### config.mk
export PLATFORM = sky130hd
export DESIGN_NAME = tail_light_seq
export DESIGN_NICKNAME = d
export VERILOG_FILES = /design/src/rtl/tail_pkg.sv /design/src/rtl/tick_gen.sv /design/src/rtl/tail_light_seq.sv
export SDC_FILE = /design/constraint.sdc
export NUM_CORES = 1
export LEC_CHECK = 0
export CORE_MARGIN = 1
export CORE_UTILIZATION = 52
export CTS_CLUSTER_DIAMETER = 60
export DETAILED_ROUTE_END_ITERATION = 12
export PLACE_DENSITY = 0.76
export SLEW_MARGIN = 5
export SYNTH_ARGS = -nofsm -noshare
export SYNTH_HDL_FRONTEND = slang
export SYNTH_HIERARCHICAL = 1
export SYNTH_SLANG_ARGS = --single-unit
### constraint.sdc
create_clock -name clk -period 3 [get_ports clk]
set_input_delay 0.75 -clock clk [delete_from_list [all_inputs] [get_ports clk]]
set_output_delay 0.75 -clock clk [all_outputs]
set_load 0.02 [all_outputs]
### src/rtl/tail_pkg.sv
// Shared types and constants for the tail-light sequencer: FSM state encoding,
// display state codes and the request-priority helper.
package tail_pkg;

    typedef enum logic [1:0] {
        S_IDLE   = 2'd0,
        S_HAZARD = 2'd1,
        S_LEFT   = 2'd2,
        S_RIGHT  = 2'd3
    } tail_state_t;

    localparam logic [2:0] IDLE_CODE   = 3'd0;
    localparam logic [2:0] HAZARD_CODE = 3'd1;
    localparam logic [2:0] LEFT_CODE   = 3'd2;
    localparam logic [2:0] RIGHT_CODE  = 3'd3;
    localparam logic [2:0] BRAKE_CODE  = 3'd4;

    // Hazard wins; both turn requests together also mean hazard.
    function automatic tail_state_t target_mode(input logic hazard_req,
                                                input logic left_req,
                                                input logic right_req);
        tail_state_t t;
        if (hazard_req || (left_req && right_req)) t = S_HAZARD;
        else if (left_req)                         t = S_LEFT;
        else if (right_req)                        t = S_RIGHT;
        else                                       t = S_IDLE;
        return t;
    endfunction

    function automatic logic [2:0] state_to_code(input tail_state_t s);
        logic [2:0] c;
        case (s)
            S_HAZARD: c = HAZARD_CODE;
            S_LEFT:   c = LEFT_CODE;
            S_RIGHT:  c = RIGHT_CODE;
            default:  c = IDLE_CODE;
        endcase
        return c;
    endfunction

endpackage

### src/rtl/tick_gen.sv
// Animation-rate prescaler: one-cycle tick every TICK_DIV clocks, the first
// tick landing TICK_DIV cycles after synchronous reset is released.
module tick_gen #(
    parameter int unsigned TICK_DIV = 12_500_000
) (
    input  logic clk,
    input  logic rst_n,
    output logic tick
);

    localparam int unsigned CW = (TICK_DIV > 1) ? $clog2(TICK_DIV) : 1;

    logic [CW-1:0] count;

    assign tick = (count == CW'(TICK_DIV - 1));

    always_ff @(posedge clk) begin
        if (!rst_n)    count <= '0;
        else if (tick) count <= '0;
        else           count <= count + CW'(1);
    end

endmodule

### src/rtl/tail_light_seq.sv
// Tail-light sequencer: idle / hazard flash / left and right sweeps on two lamp banks.
// Optional brake overlay compiled in when TAIL_BRAKE_EN is defined.
module tail_light_seq
    import tail_pkg::*;
#(
    parameter int unsigned LEDS_PER_SIDE = 3,
    parameter int unsigned TICK_DIV      = 12_500_000,
    parameter int unsigned CUMULATIVE    = 0
) (
    input  logic                     clk,
    input  logic                     rst_n,
    input  logic                     left_req,
    input  logic                     right_req,
    input  logic                     hazard_req,
`ifdef TAIL_BRAKE_EN
    input  logic                     brake,
`endif
    output logic [LEDS_PER_SIDE-1:0] LEDR_L,
    output logic [LEDS_PER_SIDE-1:0] LEDR_R,
    output logic [2:0]               state_code
);

    localparam int unsigned SW = $clog2(LEDS_PER_SIDE + 1);

    if (LEDS_PER_SIDE < 1 || LEDS_PER_SIDE > 16) begin : g_bad_leds
        $error("tail_light_seq: LEDS_PER_SIDE must be 1..16");
    end
    if (TICK_DIV < 2) begin : g_bad_div
        $error("tail_light_seq: TICK_DIV must be at least 2");
    end

    logic                     tick;
    tail_state_t              state, state_d, target;
    logic [SW-1:0]            step, step_d;
    logic [LEDS_PER_SIDE-1:0] sweep_l, sweep_r;
    logic [LEDS_PER_SIDE-1:0] led_l_d, led_r_d;
    logic [2:0]               code_d;

    tick_gen #(.TICK_DIV(TICK_DIV)) u_tick_gen (
        .clk   (clk),
        .rst_n (rst_n),
        .tick  (tick)
    );

    assign target = target_mode(hazard_req, left_req, right_req);

    always_comb begin
        state_d = state;
        step_d  = step;
        if (tick) begin
            if (target != state) begin
                state_d = target;
                step_d  = '0;
            end else begin
                case (state)
                    S_HAZARD: step_d = (step == SW'(1)) ? '0 : step + SW'(1);
                    S_LEFT,
                    S_RIGHT:  step_d = (step == SW'(LEDS_PER_SIDE)) ? '0 : step + SW'(1);
                    default:  step_d = '0;
                endcase
            end
        end
    end

    always_ff @(posedge clk) begin
        if (!rst_n) begin
            state <= S_IDLE;
            step  <= '0;
        end else begin
            state <= state_d;
            step  <= step_d;
        end
    end

    // Left pattern is built inner-to-outer from bit 0; right bank is its mirror image.
    always_comb begin
        sweep_l = '0;
        sweep_r = '0;
        for (int unsigned i = 0; i < LEDS_PER_SIDE; i++) begin
            if (CUMULATIVE != 0) sweep_l[i] = (i < 32'(step_d));
            else                 sweep_l[i] = (i + 1 == 32'(step_d));
        end
        for (int unsigned i = 0; i < LEDS_PER_SIDE; i++) begin
            sweep_r[LEDS_PER_SIDE-1-i] = sweep_l[i];
        end
    end

    // Outputs decode the next state so they land on the same edge that consumes the tick.
    always_comb begin
        led_l_d = '0;
        led_r_d = '0;
        code_d  = state_to_code(state_d);
        case (state_d)
            S_HAZARD: begin
                if (step_d != '0) begin
                    led_l_d = '1;
                    led_r_d = '1;
                end
            end
            S_LEFT:  led_l_d = sweep_l;
            S_RIGHT: led_r_d = sweep_r;
            default: ;
        endcase
`ifdef TAIL_BRAKE_EN
        // Brake is sampled every clock, not only on ticks.
        if (brake) begin
            case (state_d)
                S_IDLE: begin
                    led_l_d = '1;
                    led_r_d = '1;
                    code_d  = BRAKE_CODE;
                end
                S_LEFT:  led_r_d = '1;
                S_RIGHT: led_l_d = '1;
                default: ;
            endcase
        end
`endif
    end

    always_ff @(posedge clk) begin
        if (!rst_n) begin
            LEDR_L     <= '0;
            LEDR_R     <= '0;
            state_code <= IDLE_CODE;
        end else begin
            LEDR_L     <= led_l_d;
            LEDR_R     <= led_r_d;
            state_code <= code_d;
        end
    end

endmodule

==> flow_summary_export.csv, run 1 <==
group,metric,value,unit
die,io_pins,14,
routing,dr_total_vias,1540,
power_and_ir_drop,power,0.7522,mW
cts,cts.clk_slew.worst_paths,0.11,ns
cts,htreeDepth,2,
setup_path,crit_required,3.24,ns
layout,syn2layout_area_growth,12.12,%
synth,synth.distinct_cells,45,
die,die_h,61.62,microns
routing,drt_iter0_markers,146,
synth,synth_ff_type,"dfxtp_1",
placement,placed_cell_area,2006,sq um
power_and_ir_drop,leakagePower,0.7473,nW
placement,numPortBuffers,12,
setup_path,critPathArrivalTime,2.95,ns
global_route,antenna_found_initial,0,
synth,synth.most_common_cell,"dfxtp_1",
cts,clock_latency,0.34,ns
power_and_ir_drop,power.density,363.0,nW/um^2
sta,fin_ws,0.2929,ns
routing,routed_wl,3.857,mm
routing,drc,0,
synth,syn_inst,202,
placement,place_hpwl,2.825,mm
setup_path,startpoint_type,"register",
synth,synth_edf_count,0,
cts,clockBufferDepth,2,
synth,synth-compound-area-share,14.69,%
sta,rsz0062_at_grt,"no",
layout,drive_above_1_share,13.18,%
layout,insertedDiodeCount,0,
cts,numCtsBuffers,5,
sta,setup_tns,0,ns
status,status,"finished, final reports clean",
synth,ys_ff_latch,36,
synth,syn_nets,215,
routing,ant_nets,0,
cts,cts.sinks,36,
sta,min_period,2.707,ns
cts,clock-root-buffer,"clkbuf_4",
global_route,grt.overflow.total,0,
die,initial_core_util,54.95,%
setup_path,critical_path_class,"register to register",
global_route,track_usage,22.54,%
cts,cts_tree,"yes",
placement,placed_cells,258,
routing,vias_per_cell,5.789,
layout,fin_area,2072,sq um
routing,wl_per_cell,14.50,microns
sta,holdWs,0.4717,ns
synth,synth_fa_ha_area_share,5.416,%
global_route,first_global_vias,1395,
setup_path,end_kind,"register",
synth,yosys.area.top_type,"dfxtp_1",
synth,yosysWarnings,6,
placement,place_congestion,0.7853,
die,fp-row-count,21,
routing,dr.pass1.iters,4,
synth,synth.mux.area_fraction,0,%
die,fp.dieArea,3796,sq um
synth,synthSimpleGateAreaFrac,29.18,%
sta,fmax,0.3694,GHz
synth,synth_xor_area_share,6.635,%
sta,fin_skew,0.01559,ns
sta,finalHoldViolations,0,
synth,synth.avg_cell_area,9.149,sq um
sta,slew_headroom,17.30,%
synth,seq_area_frac_synth,39.00,%
sta,drv_slew,0,
synth,postSynth.asyncResetShare,0,%
power_and_ir_drop,ir_drop,278.8,uV
synth,synthesis.area,1848,sq um
global_route,grt_pass1_wl,6.141,mm
sta,worst_pin_slew,1.236,ns
layout,fin_util,61.61,%
die,die_w,61.62,microns
layout,final_nets,233,
flow_run,cap_violations,0,
synth,synth_top_cell_area_share,39.00,%
global_route,grt_max_degree,25,
synth,ys_top_cells_by_area,"dfxtp_1 39%, ha_1 5.4%, xor2_1 4.7%, nor2_1 4.7%, a21oi_1 4.6%",
worst_hold_path,hp-class,"register to register",
synth,netlist_top_cells_count,"36 x dfxtp_1, 23 x nor2_1, 17 x a21oi_1",
sta,final-setup-viol-count,0,
sta,fin_crit_sh,90.24,%
die,coreArea,3363,sq um
synth,synth_top_family_by_area,"simple AND/OR/NAND/NOR gates",
placement,pre_cts_slack,0.1318,ns
setup_path,critPathMaxFanout,6,
layout,instances_no_fill,266,
[area by class of cell]
| cell class | count | area (sq um) |
|---|---|---|
| inverter | 11 | 41.29 |
| timing repair buffer | 16 | 150.1 |
| clock inverter | 1 | 5.005 |
| clock buffer | 6 | 41.29 |
| fill | 295 | 1291 |
| tap | 46 | 57.56 |
| sequential | 36 | 720.7 |
| multi-input combinational | 150 | 1056 |
[worst paths after layout]
kind / from / end / depth (start not counted) / slack (ns)
worst max register to register: u_tick_gen/count[14]$_SDFF_PP0_ / LEDR_L[2]$_SDFF_PN0_ / 11 / 0.29
worst max-delay path: u_tick_gen/count[14]$_SDFF_PP0_ / LEDR_L[2]$_SDFF_PN0_ / 11 / 0.29
worst min register to register: u_tick_gen/count[0]$_SDFF_PP0_ / u_tick_gen/count[0]$_SDFF_PP0_ / 1 / 0.47
worst min-delay path: u_tick_gen/count[0]$_SDFF_PP0_ / u_tick_gen/count[0]$_SDFF_PP0_ / 1 / 0.47
[cell usage in the layout, fill, tap and decap left out, types with 7 or more instances in the layout]
cell / synthesis / final
o21ai_0: 8 / 7
dfxtp_1: 36 / 36
nor2_1: 23 / 23
nand2_1: 11 / 11
nor3_1: 7 / 7
a21oi_1: 17 / 17
clkdlybuf4s50_1: 0 / 12
xor2_1: 10 / 10
nand3_1: 8 / 8
ha_1: 8 / 8
inv_1: 10 / 10
[layer usage]
layer / global-route usage [%] / wire length [microns] / vias to the layer above
li1: - / - / 767
met1: 26.38 / 1691 / 731
met2: 37.17 / 1946 / 36
met3: 7.563 / 139 / 6
met4: 10.48 / 79 / 0
met5: 0 / 0 / -
[timing repair]
action                     CTS  global route
gates resized for setup      0             3
hold buffers                 0             0
setup buffers                0             1
setup endpoints to repair    0             6
[registers in the layout, indices dropped and copies added, names as in the netlist]
name and cells:
step 2, state 2, LEDR_L 3, u_tick_gen/count 24
LEDR_R 3, state_code 2
[kinds of logic after synthesis]
kind of cell | count (synthesis)
AND/OR/NAND/NOR | 89
AO/OA/AOI/OAI | 38
flip-flops | 36
buffers and inverters | 16
XOR/XNOR | 14
adder cells (fa/ha/maj) | 8
other | 1
[worst max-delay path, cell delays in order, from the launching register on]
cell	delay (ns)
dfxtp_1	0.39
nor4b_2	0.29
nand3_1	0.18
nor4_4	0.34
inv_2	0.10
or3_2	0.43
o21ai_2	0.11
inv_1	0.09
ha_1	0.33
nand3_1	0.08
a21oi_1	0.05
a41o_1	0.21
[power by group]
| part | switching [mW] | internal [mW] |
|---|---|---|
| registers | 0.00392 | 0.481 |
| logic | 0.0172 | 0.0118 |
| clock network | 0.152 | 0.0863 |
(Power assumes the default switching activity.)
==> inputs of run 2 (changes only) <==
--- a/config.mk
+++ b/config.mk
@@ -5,11 +5,13 @@
 export SDC_FILE = /design/constraint.sdc
 export NUM_CORES = 1
 export LEC_CHECK = 0
+export CELL_PAD_IN_SITES_DETAIL_PLACEMENT = 0
+export CELL_PAD_IN_SITES_GLOBAL_PLACEMENT = 1
 export CORE_MARGIN = 1
-export CORE_UTILIZATION = 52
+export CORE_UTILIZATION = 44
 export CTS_CLUSTER_DIAMETER = 60
 export DETAILED_ROUTE_END_ITERATION = 12
-export PLACE_DENSITY = 0.76
+export PLACE_DENSITY = 0.79
 export SLEW_MARGIN = 5
 export SYNTH_ARGS = -nofsm -noshare
 export SYNTH_HDL_FRONTEND = slang
==> constraint.sdc (replaced) <==
create_clock -name clk -period 2.95 [get_ports clk]
set_input_delay 0.7375 -clock clk [delete_from_list [all_inputs] [get_ports clk]]
set_output_delay 0.7375 -clock clk [all_outputs]
set_load 0.02 [all_outputs]
==> run 2 against run 1 <==
Net effect:
- global-route usage shrank 4.2 points
- sequential power rose by 2%
- critical path depth unchanged
- die area up 18%
- clock skew decreased by 0.010 ns
- count of clock-buffer cells in the layout is 1 lower
- largest cell class unchanged
- routed wire length decreased by 4.8%
- maximum frequency decreased by 2.5%
==> flow_summary_export.csv, run 2 (synthesis gave the netlist of run 1 again) <==
group,metric,value,unit
sta,drv_slew,0,
status,status,"finished, final reports clean",
cts,cts_tree,"yes",
sta,min_period,2.776,ns
sta,worst_pin_slew,1.219,ns
placement,place_hpwl,2.668,mm
global_route,busiest_layer,"met2",
layout,nFillCells,369,
setup_path,critPathArrivalTime,2.96,ns
layout,insertedDiodeCount,0,
routing,ant_nets,0,
sta,setup_tns,0,ns
die,io_pins,14,
layout,largest_reg_flops,24,
setup_path,critPathMaxFanout,5,
layout,drive_above_1_share,15.25,%
layout,mostFrequentLayoutCell,"dfxtp_1",
layout,most-common-layout-cells,"36 x dfxtp_1, 23 x nor2_1, 17 x a21oi_1",
worst_hold_path,hold_start,"u_tick_gen/count[0]$_SDFF_PP0_",
setup_path,startpoint_type,"register",
cts,clock_latency,0.29,ns
die,initial_core_util,45.87,%
routing,dr.pass1.iters,4,
routing,vias_per_cell,5.630,
routing,routed_wl,3.671,mm
global_route,grt.overflow.total,0,
layout,syn2layout_area_growth,17.60,%
sta,fmax,0.3602,GHz
global_route,grt_max_degree,25,
flow_run,cap_violations,0,
cts,clockBufferDepth,2,
sta,final-setup-viol-count,0,
cts,ctsResizeCount,0,
global_route,use_met1,20.56,%
global_route,grt.met2_usage,32.20,%
cts,numCtsBuffers,5,
layout,largestRegisters,"u_tick_gen/count x24, LEDR_L x3, LEDR_R x3",
layout,largest-register,"u_tick_gen/count",
cts,cts.sinks,36,
cts,cts_setup_buffers,0,
sta,fin_skew,0.005200,ns
die,fp.dieArea,4463,sq um
power_and_ir_drop,ir_drop,202.3,uV
die,coreArea,4029,sq um
layout,instances_no_fill,273,
setup_path,critical_path_class,"register to register",
sta,holdWs,0.4818,ns
power_and_ir_drop,leakagePower,0.7841,nW
die,fp-row-count,23,
cts,htreeDepth,2,
cts,ctsHoldBuffers,0,
global_route,antenna_found_initial,0,
global_route,gr-usage-met3,5.137,%
die,die_w,66.81,microns
setup_path,crit_start,"u_tick_gen/count[17]$_SDFF_PP0_",
global_route,first_global_vias,1412,
setup_path,crit_required,3.14,ns
routing,drc,0,
routing,wl_per_cell,13.45,microns
sta,slew_headroom,18.45,%
cts,clock-root-buffer,"clkbuf_8",
global_route,track_usage,18.37,%
power_and_ir_drop,power,0.9549,mW
placement,numPortBuffers,12,
global_route,grt_pass1_wl,6.127,mm
power_and_ir_drop,power.density,439.4,nW/um^2
die,die_h,66.81,microns
routing,dr_total_vias,1537,
setup_path,end_kind,"register",
setup_path,r2r-start,"u_tick_gen/count[17]$_SDFF_PP0_",
placement,place_congestion,0.7833,
layout,final_nets,235,
sta,fin_crit_sh,94.11,%
routing,drt_iter0_markers,48,
placement,placed_cells,265,
cts,cts.clk_slew.worst_paths,0.07,ns
worst_hold_path,hp-class,"register to register",
sta,finalHoldViolations,0,
[run 2: through the flow]
stage,instance area [sq um],setup WS (ns),util [%]
CTS,2145,0.1497,53.23
global placement,2033,0.2421,50.47
detailed placement,2033,0.1988,50.47
floorplan,1854,0.1300,-
global route,2173,-0.007001,53.94
finish,2173,0.1736,53.94
[run 2: final timing paths]
check                                                       to  slack [ns]  cells after the start
worst max register to register            LEDR_L[2]$_SDFF_PN0_        0.17                     11
worst min register to register  u_tick_gen/count[0]$_SDFF_PP0_        0.48                      1
worst max-delay path                      LEDR_L[2]$_SDFF_PN0_        0.17                     11
worst min-delay path            u_tick_gen/count[0]$_SDFF_PP0_        0.48                      1
[run 2: per-layer routing]
metal  part of all wire, %  vias up
met2                    52       21
met1                    44      739
li1                      -      771
met3                   3.0        6
met5                     0        -
met4                   1.3        0
[run 2: area by class of cell]
cell class / instances / area [sq um] / area share [%]
Sequential cell: 36 / 720.7 / 33.16
Clock inverter: 3 / 42.54 / 1.957
Timing Repair Buffer: 18 / 165.2 / 7.599
Inverter: 11 / 41.29 / 1.900
Clock buffer: 5 / 68.82 / 3.166
Multi-Input combinational cell: 150 / 1072 / 49.34
Tap cell: 50 / 62.56 / 2.879
[run 2: critical path, stage by stage, from the launching register on]
cell and delay [ns]:
dfxtp_1 0.37, nor4bb_2 0.34, nand3_2 0.19, nor4_4 0.36, inv_2 0.10, or3_2 0.41, o21ai_0 0.11, inv_1 0.09
ha_1 0.34, nand3_1 0.09, a21oi_1 0.05, a41o_1 0.22
[run 2: where the power goes]
| part | internal (mW) | switching [mW] | leakage, nW |
|---|---|---|---|
| combinational | 0.0121 | 0.0172 | 0.439 |
| clock | 0.250 | 0.182 | 0.0541 |
| sequential | 0.489 | 0.00429 | 0.290 |
